`src/rtl/simon_keyexpansion.sv`:
```
// SIMON key-schedule step: produces k[i+M] from the current M-word key window,
// registered with one cycle of latency.
module simon_keyexpansion #(
  parameter int N  = 16,
  parameter int M  = 4,
  parameter int J  = 0,
  parameter int CW = 32
) (
  input  logic                clk,
  input  logic                rst,
  input  logic                in_valid,
  input  logic [CW-1:0]       count,
  input  logic [M-1:0][N-1:0] keys,
  output logic [N-1:0]        out,
  output logic                out_valid
);

  generate
    if (!(N == 16 || N == 24 || N == 32 || N == 48 || N == 64)) begin : g_bad_n
      $error("simon_keyexpansion: N must be 16, 24, 32, 48 or 64");
    end
    if (M < 2 || M > 4) begin : g_bad_m
      $error("simon_keyexpansion: M must be 2, 3 or 4");
    end
    if (J < 0 || J > 4) begin : g_bad_j
      $error("simon_keyexpansion: J must be 0..4");
    end
    if (CW < 6) begin : g_bad_cw
      $error("simon_keyexpansion: CW must be at least 6");
    end
  endgenerate

  // Ascending range so that bit 0 is the first bit of the published sequence.
  function automatic logic [0:61] zseq(input int j);
    case (j)
      0:       return 62'b11111010001001010110000111001101111101000100101011000011100110;
      1:       return 62'b10001110111110010011000010110101000111011111001001100001011010;
      2:       return 62'b10101111011100000011010010011000101000010001111110010110110011;
      3:       return 62'b11011011101011000110010111100000010010001010011100110100001111;
      default: return 62'b11010001111001101011011000100000010111000011001010010011101111;
    endcase
  endfunction

  localparam logic [0:61]  ZSEL = zseq(J);
  localparam logic [N-1:0] C    = {{(N-2){1'b1}}, 2'b00};

  function automatic logic [N-1:0] ror(input logic [N-1:0] x, input int s);
    return (x >> s) | (x << (N - s));
  endfunction

  function automatic logic [N-1:0] round_key(input logic [M-1:0][N-1:0] k,
                                             input logic z);
    logic [N-1:0] t;
    t = ror(k[M-1], 3);
    if (M == 4) t = t ^ k[1];
    t = t ^ ror(t, 1);
    return k[0] ^ t ^ C ^ {{(N-1){1'b0}}, z};
  endfunction

  logic [5:0]   w_zidx;
  logic         w_zbit;
  logic [N-1:0] w_next;
  logic [N-1:0] r_out_p0;
  logic         r_vld_p0;

  assign w_zidx = 6'(count % CW'(62));
  assign w_zbit = ZSEL[w_zidx];
  assign w_next = round_key(keys, w_zbit);

  // Stage p0: registered round key and its valid
  always_ff @(posedge clk) begin
    if (rst) begin
      r_vld_p0 <= 1'b0;
      r_out_p0 <= '0;
    end else begin
      r_vld_p0 <= in_valid;
      if (in_valid) r_out_p0 <= w_next;
    end
  end

  assign out       = r_out_p0;
  assign out_valid = r_vld_p0;

endmodule

```
`config.mk`:
```
export PLATFORM = sky130hd
export DESIGN_NAME = simon_keyexpansion
export DESIGN_NICKNAME = d
export VERILOG_FILES = /design/src/rtl/simon_keyexpansion.sv
export SDC_FILE = /design/constraint.sdc
export NUM_CORES = 1
export LEC_CHECK = 0
export BUFFER_PORTS_ARGS = -buffer_cell sky130_fd_sc_hd__buf_4
export CAP_MARGIN = 5
export CELL_PAD_IN_SITES_DETAIL_PLACEMENT = 0
export CELL_PAD_IN_SITES_GLOBAL_PLACEMENT = 1
export CORE_MARGIN = 4
export CORE_UTILIZATION = 40
export DETAILED_ROUTE_END_ITERATION = 16
export PLACE_DENSITY_LB_ADDON = 0.1
export SYNTH_ARGS = -nofsm -noshare
export SYNTH_HDL_FRONTEND = slang
export SYNTH_SLANG_ARGS = --single-unit
```
`constraint.sdc`:
```
create_clock -name clk -period 27.6 [get_ports clk]
set_input_delay 5.52 -clock clk [delete_from_list [all_inputs] [get_ports clk]]
set_output_delay 5.52 -clock clk [all_outputs]
set_load 0.05 [all_outputs]
```
==> run metrics, run 1 <==
clock skew=0 ns; Die Y=140 um; crit-path max cell delay=0.95 ns; Total Wirelength=20300 um; commonest non-fill, non-tap cell in the layout=buf_4; DR WL met2=9230 um; Tightest Hold Check Type=flop to flop; Top Layer Used=met4; diodes inserted=0; number of enable flip-flop cells after synthesis=0; HPWL after DPL=16800 um; average wire per standard cell=15.9 um; DR iter-0 viols=485; Final GP Congestion=0.889; largest net degree at the start of global routing=32; layout cell share with drive strength beyond 1=17.7%; final non-filler cell area=7820 sq um; Max H-tree Level=1; vias=7836; Top FF cell, synth=dfxtp_1; Initial Util=41.3%; Gate Count Post-Synth=989; nets=1161; first-pass GRT wire length=34600 um; kind of critical path=input port to flop; CP delay by family, top=compound AO/OA/AOI/OAI gates; period utilisation layout=79.5%; hold path startpoint=out[4]; Netlist cell types=118; highest-count cells in the layout ignoring fill and taps=99 x buf_4, 81 x nor2_1, 76 x nand2_1; Yosys top cell by area=xnor2_1; Skew-Pair Late Insertion Delay=0.24 ns; Seq/Total Area, Yosys=4.92%; Max clock buf depth=2; Syn. warnings=0; post_cts resized=0; Worst-path clk slew=0.05 ns; Max FO, Critical Path=14; area share of the largest cell type after synthesis=8.86%; # hold bufs at CTS=0; top post-synthesis cells by area=xnor2_1 8.9%, dfxtp_1 4.9%, a211oi_1 4.7%; CTS root buf=clkbuf_16; Worst Path Arrival=22.12 ns; Routed Antenna Nets=0; Num CTS Buffers=3; DP Area=7740 sq um; Worst setup EP type=flop; register area=340 sq um; Total GRT Usage=19.7%; grt total ovfl=0; Core ar.=16800 sq um; status=complete, no violations; Fin. Hold Viols=0; Port Buffers=99; cell row count=47; crit path launch=count[27]; Final Setup Violations=0; Fill cells=1782; Max-slew headroom=20.9%; Worst path most repeated cell=a211oi_1; met3 WL=951 um; Avg Cell Area, Syn=7.00 sq um; Req. time, crit path=27.77 ns; Layout Area Growth over Synthesis=13.1%; syn_nets=1092; multi-input logic area=6270 sq um; setup TNS=0 ns; ys async rst share=0%; # Post-CTS Setup Buffers=0; R2R Path Start=out[0]; CTS tree=built; minimum clock period=21.95 ns; Setup crit start kind=input port; synthesized area=6920 sq um; CP max stage cell=a211oi_1; antenna violations before repair=0; Top-Level Pins=116; Yosys reg bits=17; max cap viols=0; DIE AREA=19500 sq um; Worst-Margin Slew=1.18 ns; first drt pass iteration count=5; DRT met1 WL=10000 um; DRC Markers=0; routed vias/inst=6.14; Die Wd=140 um; Buf+Inv Stages, Crit Path=2; Slew Viols, Final=0; FMAX=45.6 MHz; Finished Core Util=46.7%; RSZ-0062 raised after global routing=no; clk sinks=17; vias in the first global route=7317
kinds of logic after synthesis:
logic type,share of synthesized area (%)
AO/OA/AOI/OAI,44.1
XOR/XNOR,9.58
adder cells (fa/ha/maj),1.18
buffers and inverters,4.43
flip-flops,4.92
multiplexers,4.12
AND/OR/NAND/NOR,31.7
path summary, 6_finish.rpt:
kind	slack, ns	depth (start not counted)	endpoint
hold reg to reg	0.49	2	out[4]
setup reg to reg	26.82	3	out[0]
setup / recovery	5.65	53	out[0]
hold / removal	0.49	2	out[4]
worst register-to-register path, delay by kind of cell, from the launching register on:
kind,cells,cell delay [ns]
AOI/OAI and AO/OA,2,0.23
DFF,1,0.30
and+or+nand+nor,1,0.13
sequential cells by signal, summed over array words and instances, names as in the netlist:
register / flops
out_valid: 1
out: 16
routing by layer:
layer | vias up | global-route usage (%)
li1 | 4044 | -
met1 | 3592 | 27.7
met2 | 188 | 33.5
met3 | 12 | 2.40
met4 | 0 | 2.27
met5 | - | 0
cell usage after synthesis (all sizes together), types with 28 or more instances:
cell    count
nor2       84
nand2      78
xnor2      71
o21ai      67
nand3      61
a21oi      55
a211oi     48
nor3       41
and2       32
inv        30
o211ai     28
through the flow:
step	setup slack, ns	cells	hold WS [ns]
6_report	5.65	1277	0.486
3_3_place_gp	5.55	1273	0.477
4_1_cts	5.80	1277	0.487
5_1_grt	4.12	1277	0.512
2_1_floorplan	8.74	989	0.703
3_5_place_dp	5.67	1273	0.479
area by class of cell:
class                      count  area share (%)
multi-input combinational    907            80.2
timing repair buffer          99            9.50
sequential                    17            4.35
tap                          220            3.52
inverter                      30            1.44
clock buffer                   4            1.01
Power of run 1 is left out: the tool's default activity adds up to more than one toggle a clock period on the data nets, which glitch-free logic cannot reach.
==> run 2, diff against run 1 <==
clock period = 22.1 ns   (was 27.6 ns; I/O delays follow)
==> run 2 against run 1 <==
First-iteration DRC count is 0.21% lower. Sequential cell count did not move. Via count increased by 0.68%. Sequential share of layout area barely moved. Clock-buffer cell count did not move. Critical endpoint unchanged. Utilization barely moved. Global-route usage grew 0.066 points. Cell count barely moved. Setup slack got worse by 3.9 ns.
==> run metrics, run 2 (synthesis results as in run 1) <==
diodes inserted=0 (unchanged); DIE AREA=19500 sq um (unchanged); Total Wirelength=20200 um (-0.54%); vias in the first global route=7379 (+0.85%); average wire per standard cell=15.8 um (-0.61%); Final GP Congestion=0.876 (-1.4%); routed vias/inst=6.17 (+0.60%); Die Wd=140 um (unchanged); Tightest Hold Check Type=flop to flop; Die Y=140 um (unchanged); Worst Path Arrival=20.53 ns (-1.59 ns); nets=1162 (+0.086%); Max-slew headroom=48.9% (+28 points); Initial Util=41.3% (unchanged); Port Buffers=99 (unchanged); flop-to-flop setup slack=21.33 ns (-5.49 ns); Num CTS Buffers=3 (unchanged); status=complete, no violations; Total GRT Usage=19.8% (+0.066 points); crit-path max cell delay=0.66 ns (-0.29 ns); Final Setup Violations=0 (unchanged); DR iter-0 viols=484 (-0.21%); clk sinks=17 (unchanged); CTS tree=built; first-pass GRT wire length=34700 um (+0.32%); multi-input logic area=6270 sq um (unchanged); grt total ovfl=0 (unchanged); kind of critical path=input port to flop; Worst setup EP type=flop; GR Util met2=33.2% (-0.31 points); vias=7889 (+0.68%); largest net degree at the start of global routing=32 (unchanged); # hold bufs at CTS=0 (unchanged); minimum clock period=20.37 ns; register area=340 sq um (unchanged); met3 Use GR=2.81% (+0.41 points); Skew-Pair Late Insertion Delay=0.24 ns (about the same); HPWL after DPL=16700 um (-0.35%); CP max stage cell=a211oi_1; layout cell share with drive strength beyond 1=17.8% (+0.078 points); Worst-Margin Slew=0.760 ns (-0.419 ns); max cap viols=0 (unchanged); CTS root buf=clkbuf_16; layer with the highest usage=met2; Fin. Hold Viols=0 (unchanged); setup TNS=0 ns (unchanged); Req. time, crit path=22.26 ns (-5.51 ns); Worst path most repeated cell=a211oi_1; commonest non-fill, non-tap cell in the layout=buf_4; # Post-CTS Setup Buffers=0 (unchanged); Max H-tree Level=1 (unchanged); antenna violations before repair=0 (unchanged); post_cts resized=0 (unchanged); clock skew=0 ns (unchanged); final non-filler cell area=7830 sq um (about the same); Max FO, Critical Path=14 (unchanged); Layout Area Growth over Synthesis=13.2% (about the same); DP Area=7750 sq um (about the same); DRC Markers=0 (unchanged); first drt pass iteration count=5 (unchanged); period utilisation layout=92.2%; Slew Viols, Final=0 (unchanged); Max clock buf depth=2 (unchanged); met1 usage=28.0% (+0.30 points); Worst-path clk slew=0.05 ns (about the same); Core ar.=16800 sq um (unchanged); highest-count cells in the layout ignoring fill and taps=100 x buf_4, 81 x nor2_1, 76 x nand2_1; FMAX=49.1 MHz; Fill cells=1771 (-0.62%); Setup crit start kind=input port; cell row count=47 (unchanged); RSZ-0062 raised after global routing=no; max reg flops=16 (unchanged); Top-Level Pins=116 (unchanged); Routed Antenna Nets=0 (unchanged)
run 2: layout make-up:
type                            instances  area share [%]
Multi-Input combinational cell        907            80.1
Timing Repair Buffer                  100            9.59
Sequential cell                        17            4.35
Tap cell                              220            3.52
Inverter                               30            1.44
Clock buffer                            4            1.01
run 2: path summary, 6_finish.rpt:
check                           startpoint      to  cells past startpoint
worst max-delay path             count[27]  out[0]                     53
worst min register to register      out[9]  out[9]                      2
worst max register to register      out[0]  out[0]                      3
worst min-delay path                out[9]  out[9]                      2
run 2: critical path, delay by kind of cell:
kind | cells | cell delay [ns]
AOI/OAI and AO/OA | 31 | 8.93
xor gates and xnor gates | 2 | 0.78
adders and majority gates | 1 | 0.30
buffers and inverters | 2 | 0.20
muxes | 4 | 1.42
and+or+nand+nor | 13 | 4.47
run 2: metal layers:
| metal | share of wire [%] | wire [um] |
|---|---|---|
| met3 | 5.1 | 1040 |
| met1 | 48 | 9800 |
| met2 | 46 | 9300 |
| met4 | 0.44 | 89 |
| met5 | 0 | 0 |
run 2: per-stage QoR:
step           hold slack (ns)  utilization, %  std cells  setup WS, ns
3_3_place_gp             0.477            46.2       1274          1.59
4_1_cts                  0.485            46.7       1278          1.90
6_report                 0.481            46.7       1278          1.73
5_1_grt                  0.510            46.7       1278         0.347
3_5_place_dp             0.477            46.2       1274          1.73
2_1_floorplan            0.703               -        989          4.34
Power of run 2 is left out for the same reason.
==> run 3, diff against run 2 <==
CORE_UTILIZATION = 31   (was 40)
RECOVER_POWER = 25   (was default)
SKIP_LAST_GASP = 1   (was default)
==> run 3 against run 2 <==
Sequential share of layout area hardly changed. Register-to-register slack worse by 0.05 ns. Via count hardly changed. Die area is 27% higher. Sequential cell count stayed put. Maximum frequency is 0.95% lower. Global-route usage is 3.2 points lower. Cell count is 4.7% higher. First-iteration DRC count is 0.62% higher. Worst hold slack better by 0.0019 ns. Utilization is 11 points lower. Routed wire length is 6.0% higher.
==> run metrics, run 3 (synthesis results as in run 1) <==
Max H-tree Level=1 (unchanged); antenna violations before repair=0 (unchanged); period utilisation layout=93.0% (+0.89 points); max cap viols=0 (unchanged); Final GP Congestion=0.832 (-5.1%); commonest non-fill, non-tap cell in the layout=buf_4; average wire per standard cell=16.0 um (+1.2%); DIE AREA=24800 sq um (+27%); max reg flops=16 (unchanged); Worst Reg-to-Reg Cells=3 (unchanged); Port Buffers=99 (unchanged); Worst Path Arrival=20.73 ns (+0.20 ns); Fill cells=2355 (+33%); Die Wd=157 um (+13%); Max-slew headroom=17.9% (-31 points); Total Wirelength=21400 um (+6.0%); Die Y=157 um (+13%); Worst-path clk slew=0.05 ns (about the same); Routed Antenna Nets=0 (unchanged); crit-path max cell delay=0.66 ns (about the same); Tightest Hold Check Type=flop to flop; vias in the first global route=7287 (-1.2%); minimum clock period=20.56 ns (+0.196 ns); DRC Markers=0 (unchanged); R2R Path Start=out[0]; Max FO, Critical Path=14 (unchanged); # Post-CTS Setup Buffers=0 (unchanged); Core ar.=21900 sq um (+31%); Num CTS Buffers=3 (unchanged); hold path startpoint=out[10]; highest-count cells in the layout ignoring fill and taps=98 x buf_4, 81 x nor2_1, 76 x nand2_1; Max clock buf depth=2 (unchanged); hold endpoint=out[10]; Skew-Pair Late Insertion Delay=0.25 ns (about the same); clk sinks=17 (unchanged); CTS root buf=clkbuf_16; cell row count=54 (+15%); Hold Path Depth=2 (unchanged); flop-to-flop setup slack=21.28 ns (-0.05 ns); Top-Level Pins=116 (unchanged); HPWL after DPL=17600 um (+4.8%); register area=340 sq um (unchanged); first-pass GRT wire length=35900 um (+3.4%); CTS tree=built; Setup crit start kind=input port; largest net degree at the start of global routing=32 (unchanged); Worst-Margin Slew=1.23 ns (+0.471 ns); Worst setup EP type=flop; routed vias/inst=5.90 (-4.5%); Slew Viols, Final=0 (unchanged); multi-input logic area=6280 sq um (+0.12%); diodes inserted=0 (unchanged); Layout Area Growth over Synthesis=14.2%; vias=7888 (-0.013%); Worst path most repeated cell=a211oi_1; FMAX=48.6 MHz (-0.95%); worst r2r dst=out[0]; Total GRT Usage=16.6% (-3.2 points); kind of critical path=input port to flop; Final Setup Violations=0 (unchanged); DR iter-0 viols=487 (+0.62%); layout cell share with drive strength beyond 1=17.7% (-0.095 points); clock skew=0 ns (unchanged); nets=1162 (unchanged); Fin. Hold Viols=0 (unchanged); grt total ovfl=0 (unchanged); setup TNS=0 ns (unchanged); first drt pass iteration count=5 (unchanged); Req. time, crit path=22.27 ns (about the same); RSZ-0062 raised after global routing=no; status=complete, no violations; CP max stage cell=a211oi_1; Finished Core Util=36.1% (-11 points); Initial Util=31.6% (-9.7 points)
run 3: cell count changes in the layout (fill, tap and decap cells not counted):
cell,change
buf_4,-2
xnor2_1,-1
xnor2_2,+1
clkbuf_1,+2
run 3: layout make-up:
class | instances | area share, %
sequential | 17 | 4.31
timing repair buffer | 100 | 9.40
clock buffer | 4 | 0.997
inverter | 30 | 1.42
multi-input combinational | 907 | 79.4
tap | 280 | 4.43
run 3: how the worst max path moves through the flow:
stage | to | start | slack [ns] | depth (start not counted)
global placement | out[0] | count[27] | 1.16 | 53
detailed placement | out[0] | count[27] | 1.44 | 53
global route | out[0] | count[27] | 0.02 | 53
finish | out[0] | count[27] | 1.54 | 53
CTS | out[0] | count[27] | 1.69 | 53
floorplan | out[0] | count[30] | 4.34 | 56
run 3: stage by stage:
step / hold slack, ns / instances / worst slack (ns) / area [sq um]
after global routing: 0.503 / 1338 / 0.0164 / 7910
after global placement: 0.475 / 1334 / 1.16 / 7830
after CTS: 0.485 / 1338 / 1.69 / 7910
after detailed placement: 0.478 / 1334 / 1.44 / 7830
final: 0.483 / 1338 / 1.54 / 7910
after floorplan: 0.703 / 989 / 4.34 / 6920
run 3: repair_timing:
item | in CTS | in global routing
hold buffers | 0 | 0
gates resized for setup | 0 | 1
setup endpoints to repair | 0 | 1
run 3: routing by layer:
metal  routed length (um)  track usage (%)
met2                 9640             26.5
met5                    0                0
met4                  154             2.17
met3                  909             1.87
met1                10700             24.6
run 3: worst max-delay path, delay by kind of cell:
| family | cells | cell delay [ns] |
|---|---|---|
| and+or+nand+nor | 16 | 4.90 |
| adders and majority gates | 1 | 0.30 |
| muxes | 5 | 1.72 |
| xor gates and xnor gates | 5 | 1.10 |
| AOI/OAI and AO/OA | 24 | 8.07 |
| buffers and inverters | 2 | 0.20 |
Power of run 3 is left out for the same reason.
